===== config.mk =====
export PLATFORM = sky130hd
export DESIGN_NAME = ex_mem_stage
export DESIGN_NICKNAME = d
export VERILOG_FILES = /design/src/rtl/ex_mem_stage_pkg.sv /design/src/rtl/pipe_skid_buf.sv /design/src/rtl/ex_mem_stage.sv
export SDC_FILE = /design/constraint.sdc
export NUM_CORES = 1
export LEC_CHECK = 0
export ABC_AREA = 0
export BUFFER_PORTS_ARGS = -buffer_cell sky130_fd_sc_hd__buf_2
export CAP_MARGIN = 40
export CORE_MARGIN = 8
export CORE_UTILIZATION = 49
export DETAILED_ROUTE_END_ITERATION = 10
export GPL_ROUTABILITY_DRIVEN = 0
export PLACE_DENSITY = 0.77
export SYNTH_ARGS = -nofsm -noshare
export SYNTH_HDL_FRONTEND = slang
export SYNTH_HIERARCHICAL = 1
export SYNTH_SLANG_ARGS = --single-unit

===== constraint.sdc =====
create_clock -name clk -period 2.17 [get_ports clk]
set_input_delay 0.217 -clock clk [delete_from_list [all_inputs] [get_ports clk]]
set_output_delay 0.217 -clock clk [all_outputs]
set_load 0.01 [all_outputs]

===== src/rtl/ex_mem_stage_pkg.sv =====
// Shared types and constants for the EX->MEM pipeline stage.
package ex_mem_stage_pkg;

    localparam int XLEN     = 32;
    localparam int REG_W    = 5;
    localparam int FUNCT3_W = 3;

    // funct3 access size/sign codes forwarded to the memory stage
    localparam logic [FUNCT3_W-1:0] F3_LB  = 3'b000;
    localparam logic [FUNCT3_W-1:0] F3_LH  = 3'b001;
    localparam logic [FUNCT3_W-1:0] F3_LW  = 3'b010;
    localparam logic [FUNCT3_W-1:0] F3_LBU = 3'b100;
    localparam logic [FUNCT3_W-1:0] F3_LHU = 3'b101;
    localparam logic [FUNCT3_W-1:0] F3_SB  = 3'b000;
    localparam logic [FUNCT3_W-1:0] F3_SH  = 3'b001;
    localparam logic [FUNCT3_W-1:0] F3_SW  = 3'b010;

    // One beat as handed to the memory stage
    typedef struct packed {
        logic [XLEN-1:0]     result;
        logic [XLEN-1:0]     store_data;
        logic [REG_W-1:0]    rd;
        logic                reg_write;
        logic                mem_read;
        logic                mem_write;
        logic [FUNCT3_W-1:0] funct3;
        logic                misaligned;
    } mem_beat_t;

    localparam int BEAT_W = $bits(mem_beat_t);

    // Control-flow class of an EX instruction
    typedef enum logic [1:0] {
        CF_NONE   = 2'd0,
        CF_PC_REL = 2'd1,   // taken branch or JAL: pc + imm
        CF_REG    = 2'd2    // JALR: alu_out with bit 0 cleared
    } cf_kind_e;

    // Redirect target for a given control-flow class; adds wrap mod 2^XLEN
    function automatic logic [XLEN-1:0] cf_target(input cf_kind_e kind,
                                                  input logic [XLEN-1:0] pc,
                                                  input logic [XLEN-1:0] imm,
                                                  input logic [XLEN-1:0] alu_out);
        logic [XLEN-1:0] tgt;
        tgt = pc + imm;
        if (kind == CF_REG) tgt = {alu_out[XLEN-1:1], 1'b0};
        return tgt;
    endfunction

endpackage


===== src/rtl/pipe_skid_buf.sv =====
// Generic 2-entry valid/ready skid buffer. in_ready is a flop (!skid full),
// so no combinational path runs from out_ready back to the producer.
module pipe_skid_buf #(
    parameter int WIDTH = 8
) (
    input  logic             clk,
    input  logic             rst_n,
    input  logic             in_valid,
    output logic             in_ready,
    input  logic [WIDTH-1:0] in_data,
    output logic             out_valid,
    input  logic             out_ready,
    output logic [WIDTH-1:0] out_data
);

    logic             main_valid;
    logic [WIDTH-1:0] main_data;
    logic             skid_valid;
    logic [WIDTH-1:0] skid_data;
    logic             push;

    assign in_ready  = !skid_valid;
    assign push      = in_valid && in_ready;
    assign out_valid = main_valid;
    assign out_data  = main_data;

    // Main register refills from skid (oldest first) or from input whenever it is empty or draining
    always_ff @(posedge clk or negedge rst_n) begin
        if (!rst_n) begin
            // NOTE: data registers are reset too, so the outputs read all-zero out of reset.
            main_valid <= 1'b0;
            main_data  <= '0;
            skid_valid <= 1'b0;
            skid_data  <= '0;
        end else if (!main_valid || out_ready) begin
            // NOTE: non-blocking assignments let every flop sample the pre-edge state.
            if (skid_valid) begin
                main_valid <= 1'b1;
                main_data  <= skid_data;
                skid_valid <= push;
                if (push) skid_data <= in_data;
            end else begin
                main_valid <= push;
                if (push) main_data <= in_data;
            end
        end else if (push) begin
            skid_valid <= 1'b1;
            skid_data  <= in_data;
        end
    end

endmodule


===== src/rtl/ex_mem_stage.sv =====
// EX->MEM pipeline stage: packs the ALU result and sideband into a beat,
// resolves branches/jumps into a one-cycle redirect and drops wrong-path beats.
module ex_mem_stage
    import ex_mem_stage_pkg::*;
#(
    parameter int XLEN         = 32,
    parameter int FLUSH_SHADOW = 1
) (
    input  logic            clk,
    input  logic            rst_n,
    input  logic            in_valid,
    output logic            in_ready,
    input  logic [XLEN-1:0] in_pc,
    input  logic [XLEN-1:0] in_imm,
    input  logic [XLEN-1:0] in_alu_out,
    input  logic            in_branch_enable,
    input  logic            in_is_branch,
    input  logic            in_is_jal,
    input  logic            in_is_jalr,
    input  logic [4:0]      in_rd,
    input  logic            in_reg_write,
    input  logic            in_mem_read,
    input  logic            in_mem_write,
    input  logic [XLEN-1:0] in_store_data,
    input  logic [2:0]      in_funct3,
    output logic            out_valid,
    input  logic            out_ready,
    output logic [XLEN-1:0] out_result,
    output logic [XLEN-1:0] out_store_data,
    output logic [4:0]      out_rd,
    output logic            out_reg_write,
    output logic            out_mem_read,
    output logic            out_mem_write,
    output logic [2:0]      out_funct3,
    output logic            out_misaligned,
    output logic            redirect_valid,
    output logic [XLEN-1:0] redirect_pc
);

    localparam int SHADOW_W = (FLUSH_SHADOW > 0) ? $clog2(FLUSH_SHADOW + 1) : 1;
    localparam logic [SHADOW_W-1:0] SHADOW_LOAD = SHADOW_W'(FLUSH_SHADOW);

    cf_kind_e            cf_kind;
    logic                take;
    logic [XLEN-1:0]     target;
    logic                accept;
    logic                kill;
    logic                push;
    logic [SHADOW_W-1:0] shadow_cnt;
    mem_beat_t           in_beat;
    mem_beat_t           out_beat;

    // Classify the incoming instruction and build the beat for the memory stage
    always_comb begin
        // NOTE: every combinational output gets a default first so no latch is inferred.
        cf_kind = CF_NONE;
        if (in_is_jalr)                                       cf_kind = CF_REG;
        else if (in_is_jal || (in_is_branch && in_branch_enable)) cf_kind = CF_PC_REL;

        take   = (cf_kind != CF_NONE);
        target = cf_target(cf_kind, in_pc, in_imm, in_alu_out);

        in_beat            = '0;
        in_beat.result     = (in_is_jal || in_is_jalr) ? in_pc + XLEN'(4) : in_alu_out;
        in_beat.store_data = in_store_data;
        in_beat.rd         = in_rd;
        // Branches never write back or touch memory, taken or not
        in_beat.reg_write  = in_reg_write && !in_is_branch;
        in_beat.mem_read   = in_mem_read  && !in_is_branch;
        in_beat.mem_write  = in_mem_write && !in_is_branch;
        in_beat.funct3     = in_funct3;
        in_beat.misaligned = take && target[1];
    end

    assign accept = in_valid && in_ready;
    assign kill   = accept && (shadow_cnt != '0);
    assign push   = accept && !kill;

    pipe_skid_buf #(
        .WIDTH(BEAT_W)
    ) u_skid (
        .clk      (clk),
        .rst_n    (rst_n),
        .in_valid (push),
        .in_ready (in_ready),
        .in_data  (in_beat),
        .out_valid(out_valid),
        .out_ready(out_ready),
        .out_data (out_beat)
    );

    assign out_result     = out_beat.result;
    assign out_store_data = out_beat.store_data;
    assign out_rd         = out_beat.rd;
    assign out_reg_write  = out_beat.reg_write;
    assign out_mem_read   = out_beat.mem_read;
    assign out_mem_write  = out_beat.mem_write;
    assign out_funct3     = out_beat.funct3;
    assign out_misaligned = out_beat.misaligned;

    // Register the redirect pulse and count down the wrong-path shadow on each accepted beat
    always_ff @(posedge clk or negedge rst_n) begin
        if (!rst_n) begin
            redirect_valid <= 1'b0;
            redirect_pc    <= '0;
            shadow_cnt     <= '0;
        end else begin
            redirect_valid <= push && take;
            if (push && take) redirect_pc <= target;
            if (kill)               shadow_cnt <= shadow_cnt - SHADOW_W'(1);
            else if (push && take)  shadow_cnt <= SHADOW_LOAD;
        end
    end

endmodule


# Yosys cells after proc, flatten, opt, wreduce, memory -nomap -nowiden
# Index checks and enable logic that the tools add are counted.
[classes] reduce_logical=22 eq_ne=2 addsub=3 mux=15
[ops] operator="two-way mux 76 bit" count=5
[ops] operator="two-way mux 32 bit" count=2
[ops] operator="adder 32 x 3 -> 32 bit (second input constant)" count=1
[ops] operator="adder 32 bit" count=1
[ops] operator="logical AND 1 bit" count=10
[ops] operator="nonzero test 2 bit" count=4
[ops] operator="two-way mux 1 bit" count=7
[ops] operator="logical NOT 1 bit" count=4
[ops] operator="logical OR 1 bit" count=3
[ops] operator="equality test 2 bit (second input constant)" count=1
[ops] operator="two-way mux 2 bit" count=1
[ops] operator="!= test 2 x 1 -> 1 bit (second input constant)" count=1
[ops] operator="AND reduction 2 bit" count=1
[ops] operator="subtractor 1 bit (second input constant)" count=1
[totals] wordCells=49 register_bits=188 output_inout_bits=111 in_bits=147

# Depth between registers and ports, before layout
[logic_depth] word_depth=10 depth_mapped=12 depth_no_buf=10

# By module
# The synthesis kept the hierarchy.
[by_module_without_submodules] module="pipe_skid_buf" cells_each=414 area_per_inst_um2=6678.9 n_inst=1
[by_module_without_submodules] module="ex_mem_stage" cells_each=557 area_per_inst_um2=4088.9 n_inst=1

# Worst setup path after synthesis
# Ideal clock, no wire load.
[synth_path] kind="reg2reg" start="register u_skid.skid_valid" end="register u_skid.skid_data[48]" n_path_buf=6 t_arrival_ns=2.275 setup_slack_ns=-0.233 stages_incl_launch_ff=12 required_ns=2.043 cell_sequence="dfrtp_1 buf_6 buf_6 buf_6 inv_1 nand2_1 nor2_1 clkbuf_1 nor3b_2 buf_4 buf_6 mux2_1"
[synth_via] elab_chain_cells=9
[synth_lines] element="start: declaration" line="pipe_skid_buf.sv:18" text="logic skid_valid;"
[synth_lines] element="start signal: assignment" line="pipe_skid_buf.sv:40" text="skid_valid <= push;"
[synth_lines] element="logical NOT 1 bit *" line="pipe_skid_buf.sv:22" text="assign in_ready = !skid_valid;"
[synth_lines] element="via in_ready" line="ex_mem_stage.sv:12" text="output logic in_ready,"
[synth_lines] element="logical AND 1 bit *" line="ex_mem_stage.sv:75" text="assign accept = in_valid && in_ready;"
[synth_lines] element="logical AND 1 bit" line="ex_mem_stage.sv:76" text="assign kill = accept && (shadow_cnt != '0);"
[synth_lines] element="logical NOT 1 bit" line="ex_mem_stage.sv:77" text="assign push = accept && !kill;"
[synth_lines] element="logical AND 1 bit *" line="ex_mem_stage.sv:77"
[synth_lines] element="via push" line="ex_mem_stage.sv:48" text="logic push;"
[synth_lines] element="logical AND 1 bit *" line="pipe_skid_buf.sv:23" text="assign push = in_valid && in_ready;"
[synth_lines] element="two-way mux 76 bit *"
[synth_lines] element="two-way mux 76 bit"
[synth_lines] element="two-way mux 76 bit *"
[synth_lines] element="end signal: assignment" line="pipe_skid_buf.sv:41" text="if (push) skid_data <= in_data;"
[synth_lines] element="end signal: assignment" line="pipe_skid_buf.sv:48" text="skid_data <= in_data;"
[synth_lines] element="end: declaration" line="pipe_skid_buf.sv:19" text="logic [WIDTH-1:0] skid_data;"
# The timed path passes the listed nets; every way through them passes the cells marked *. The select of a mux whose other input is x is not followed.
# A chain may end at the register's enable or synchronous reset.

# Final worst setup path
[layout_path] start="register u_skid.skid_valid" end="register u_skid.skid_data[40]"
[layout_via] elab_chain_cells=9
[layout_lines] element="logical NOT 1 bit" line="pipe_skid_buf.sv:22"
[layout_lines] element="logical AND 1 bit" line="ex_mem_stage.sv:75"
[layout_lines] element="logical AND 1 bit" line="ex_mem_stage.sv:76"
[layout_lines] element="logical NOT 1 bit" line="ex_mem_stage.sv:77"
[layout_lines] element="logical AND 1 bit" line="ex_mem_stage.sv:77"
[layout_lines] element="logical AND 1 bit" line="pipe_skid_buf.sv:23"
[layout_lines] element="two-way mux 76 bit (3 in a row)"
# Parallel ways exist; a longest one is shown, timed or not. The select of a mux whose other input is x is not followed.

==> parameters.txt <==
Parameter                              Value

Synthesis
  Most used flip-flop cell after synthesis    sky130_fd_sc_hd__dfrtp_1
  Number of flops mapped to enable cells by yosys    0
  Proportion of synthesized chip area in sequential cells    0.437
  Instance count of the mapped netlist    971
  Cell taking the most area after synthesis    sky130_fd_sc_hd__dfrtp_1
  Post-synth ARST share    1.00
  Area share of the leading cell type in the synthesized netlist    0.437
  Count of yosys warnings during synthesis    6
  Post-synth cell types    65
  Top cell types by occurrence after synthesis    191 x sky130_fd_sc_hd__mux2_2, 188 x sky130_fd_sc_hd__dfrtp_1, 83 x sky130_fd_sc_hd__a21oi_1
  Synth top area cells    sky130_fd_sc_hd__dfrtp_1 44%, sky130_fd_sc_hd__mux2_2 20%, sky130_fd_sc_hd__mux2_1 4.2%, sky130_fd_sc_hd__a21oi_1 3.9%, sky130_fd_sc_hd__ha_1 3.7%
  Avg Synthesized Cell Area    11.1 um2
  Post-synth net total    1151
  Most common cell in the netlist    sky130_fd_sc_hd__mux2_2
  Flip-flop and latch count after synthesis    188
  Summed instance area of the synthesized netlist    10800 um2

Worst setup path
  Critical R2R Capture    u_skid/skid_data[40]
  Critical path capture point type    register
  CP max-delay cell    sky130_fd_sc_hd__dfrtp_4
  Startpoint of the worst register-to-register path    u_skid/skid_valid
  Cells along the critical path    inv_2 > nand2_1 > nor2_2 > buf_6 > nor3b_4 > buf_4 > buf_12 > mux2_1
  Arr. time, crit path    2380 ps
  Cell depth of the worst flop-to-flop path    8
  Required @ worst endpoint    2480 ps
  Kind of start point of the critical path    register
  Worst setup path endpoint    u_skid/skid_data[40]
  CP Class    reg -> reg
  Worst-path fanout max    27
  Worst setup slack for register-to-register paths    100 ps
  Worst setup path startpoint    u_skid/skid_valid
  Largest stage delay on the critical path    500 ps

GRT
  Via count of the first global-routing pass    9543
  Number of antenna violations at the first check in global routing    1
  Total routing usage reported by global routing    0.229
  Global-route wire length before repair    48.9 mm
  Pin count of the biggest net entering global routing    79
  Gr ovfl total    0

Finish
  Seq. cell area    4710 um2
  Total inserted antenna cells    0
  Fraction of layout instances using a drive strength above 1    0.469
  Total Nets Final    1482
  Count of fill cells added during filler insertion    1759
  P&R area growth vs syn    27.8%
  Finished Cell Area    13800 um2
  Multi-input combinational cell area    5740 um2

Placed design
  Worst slack after detailed placement    -292 ps
  Post-Place Cell Area    13100 um2
  Port Buffer Count    257
  Total half-perimeter wirelength after legalization and detailed placement    23.2 mm

Detailed routing
  Detailed route wirelength on metal2    14.7 mm
  Routed metal-1 wire length    12.6 mm
  First-iteration detailed-routing DRC count    434
  Per-cell routed wire length    19.2 um
  Detailed-route DRC error count    0
  Drt first pass iters    6
  Vias per inst    5.58
  Number of routed nets with antenna violations    0
  Wire length on met3    2.50 mm
  Post-Route WL    30.7 mm
  Via count    8906
  Uppermost signal routing layer after detailed routing    met5

STA
  Post-route fraction of the period consumed by the critical path    0.954
  Fmax achieved    0.483 GHz
  Unrepaired setup endpoints after global routing    no
  Final setup skew    10.3 ps
  Final hold slack    15.9 ps
  Worst slew pin tran    549 ps
  Final Slew Violations    0
  Crit path setup slack, layout    101 ps
  Remaining max-slew budget at the tightest pin    0.634
  Clock period minus worst slack    2070 ps
  Count of final hold-check violations    0
  Final setup viols    0

Hold path
  Hold crit path type    in -> reg

Clocking
  Number of buffers inserted during clock tree synthesis    17
  CTS Root Cell    sky130_fd_sc_hd__clkbuf_16
  CTS tree    done
  Number of buffers on the longest clock path    2
  Number of clock sinks    188
  Max H-tree Level    4
  Clock latency on the worst-skew pair    430 ps
  Clk slew on worst S/H paths    80 ps

Power
  Power per unit of standard cell area    1100 nW/um2
  Power, Total    15.1 mW
  Leakage power    6.37 nW
  Max VDD drop    0.616 mV

Floorplan
  Initial cell density of the core    0.496
  Overall die width    164 um
  Height of the chip    164 um
  Floorplan row count    54
  Count of boundary I/O pins    258
  Die area    27000 um2
  Core region area    21700 um2

Flow run
  Max-Cap Viols    0

Run status
  Result of the run    completed
-- cell usage in the layout (no fill, tap or decap), types with 3 or more instances in the layout --
cell | Yosys | final
sky130_fd_sc_hd__nand2b_1 | 3 | 3
sky130_fd_sc_hd__buf_2 | 16 | 256
sky130_fd_sc_hd__dlygate4sd3_1 | 0 | 3
sky130_fd_sc_hd__clkbuf_16 | 0 | 17
sky130_fd_sc_hd__buf_4 | 6 | 92
sky130_fd_sc_hd__xor2_1 | 33 | 33
sky130_fd_sc_hd__or3_1 | 3 | 3
sky130_fd_sc_hd__nand4_1 | 13 | 13
sky130_fd_sc_hd__o211ai_1 | 7 | 7
sky130_fd_sc_hd__a31oi_1 | 9 | 8
sky130_fd_sc_hd__and3_1 | 18 | 18
sky130_fd_sc_hd__nand2_1 | 49 | 48
sky130_fd_sc_hd__mux2_1 | 40 | 40
sky130_fd_sc_hd__o21bai_1 | 3 | 3
sky130_fd_sc_hd__dfrtp_1 | 188 | 187
sky130_fd_sc_hd__o22ai_1 | 5 | 5
sky130_fd_sc_hd__o31ai_1 | 3 | 3
sky130_fd_sc_hd__nand3_1 | 20 | 20
sky130_fd_sc_hd__clkinv_4 | 0 | 3
sky130_fd_sc_hd__nor2b_1 | 5 | 5
sky130_fd_sc_hd__inv_8 | 0 | 6
sky130_fd_sc_hd__a21o_1 | 15 | 15
sky130_fd_sc_hd__o21ai_1 | 3 | 3
sky130_fd_sc_hd__and2_1 | 5 | 5
sky130_fd_sc_hd__inv_1 | 13 | 12
sky130_fd_sc_hd__mux2_2 | 191 | 191
sky130_fd_sc_hd__o21ai_0 | 31 | 31
sky130_fd_sc_hd__xnor2_1 | 23 | 23
sky130_fd_sc_hd__nor2_1 | 70 | 69
sky130_fd_sc_hd__ha_1 | 32 | 31
sky130_fd_sc_hd__nor3_1 | 8 | 8
sky130_fd_sc_hd__a21oi_1 | 83 | 81
sky130_fd_sc_hd__buf_12 | 0 | 13
sky130_fd_sc_hd__o21a_1 | 7 | 7
-- metrics by stage --
step	TNS (ps)	instances	utilization
finish	0	1595	0.634
global route	0	1595	0.634
CTS	0	1595	0.634
detailed placement	-5160	1560	0.604
global placement	-3880	1560	0.604
floorplan	-0.771	971	-
-- timing repair --
action | CTS | global route
hold buffers | 3 | 0
endpoints found under the setup margin | 0 | 10
resized for setup | 0 | 3
setup buffers | 0 | 0
endpoints found under the hold margin | 60 | 0
-- power by group --
| group | total (mW) | switching (mW) | internal (mW) | leakage, nW |
|---|---|---|---|---|
| combinational | 5.69 | 2.76 | 2.94 | 3.83 |
| clock | 3.32 | 1.54 | 1.78 | 0.306 |
| sequential | 6.14 | 0.901 | 5.23 | 2.24 |
-- final cells by class --
cell class / instances / area share
Tap cell: 280 / 0.0255
Clock inverter: 14 / 0.0142
Multi-Input combinational cell: 716 / 0.417
Inverter: 13 / 0.00355
Timing Repair Buffer: 366 / 0.166
Sequential cell: 188 / 0.342
Clock buffer: 18 / 0.0312
-- worst min path at each step --
stage / startpoint / endpoint / cells after the start
6_report: in_store_data[27] / u_skid/skid_data[39] / 2
5_1_grt: in_store_data[2] / u_skid/skid_data[14] / 2
4_1_cts: in_store_data[23] / u_skid/skid_data[35] / 2
3_5_place_dp: rst_n / u_skid/out_data[32] / 1
3_3_place_gp: rst_n / u_skid/out_data[32] / 1
2_1_floorplan: rst_n / redirect_pc[0] / 0
-- metal layers --
layer	vias to the layer above	GRT usage
li1	4155	-
met1	4338	0.278
met2	349	0.382
met3	62	0.0591
met4	2	0.0897
met5	-	0
-- sequential cells by signal (all words and copies together) (netlist names) --
signal	cells
u_skid/out_valid	1
redirect_pc	32
u_skid/out_data	76
u_skid/skid_valid	1
redirect_valid	1
shadow_cnt	1
u_skid/skid_data	76
-- cell families after synthesis --
group,after synthesis,share of synthesized area
buffers and inverters,67,0.0349
muxes,232,0.243
AOI/OAI and AO/OA,187,0.107
and+or+nand+nor,208,0.0940
xor gates and xnor gates,56,0.0455
adders and majority gates,33,0.0390
DFF,188,0.437
-- worst max-delay path: cells and delay by family, from the launching register on --
family	cells	cell delay (ps)
buffers and inverters	4	620
DFF	1	500
muxes	1	350
and+or+nand+nor	3	450
Note: power is estimated with default switching activity, not from simulation.
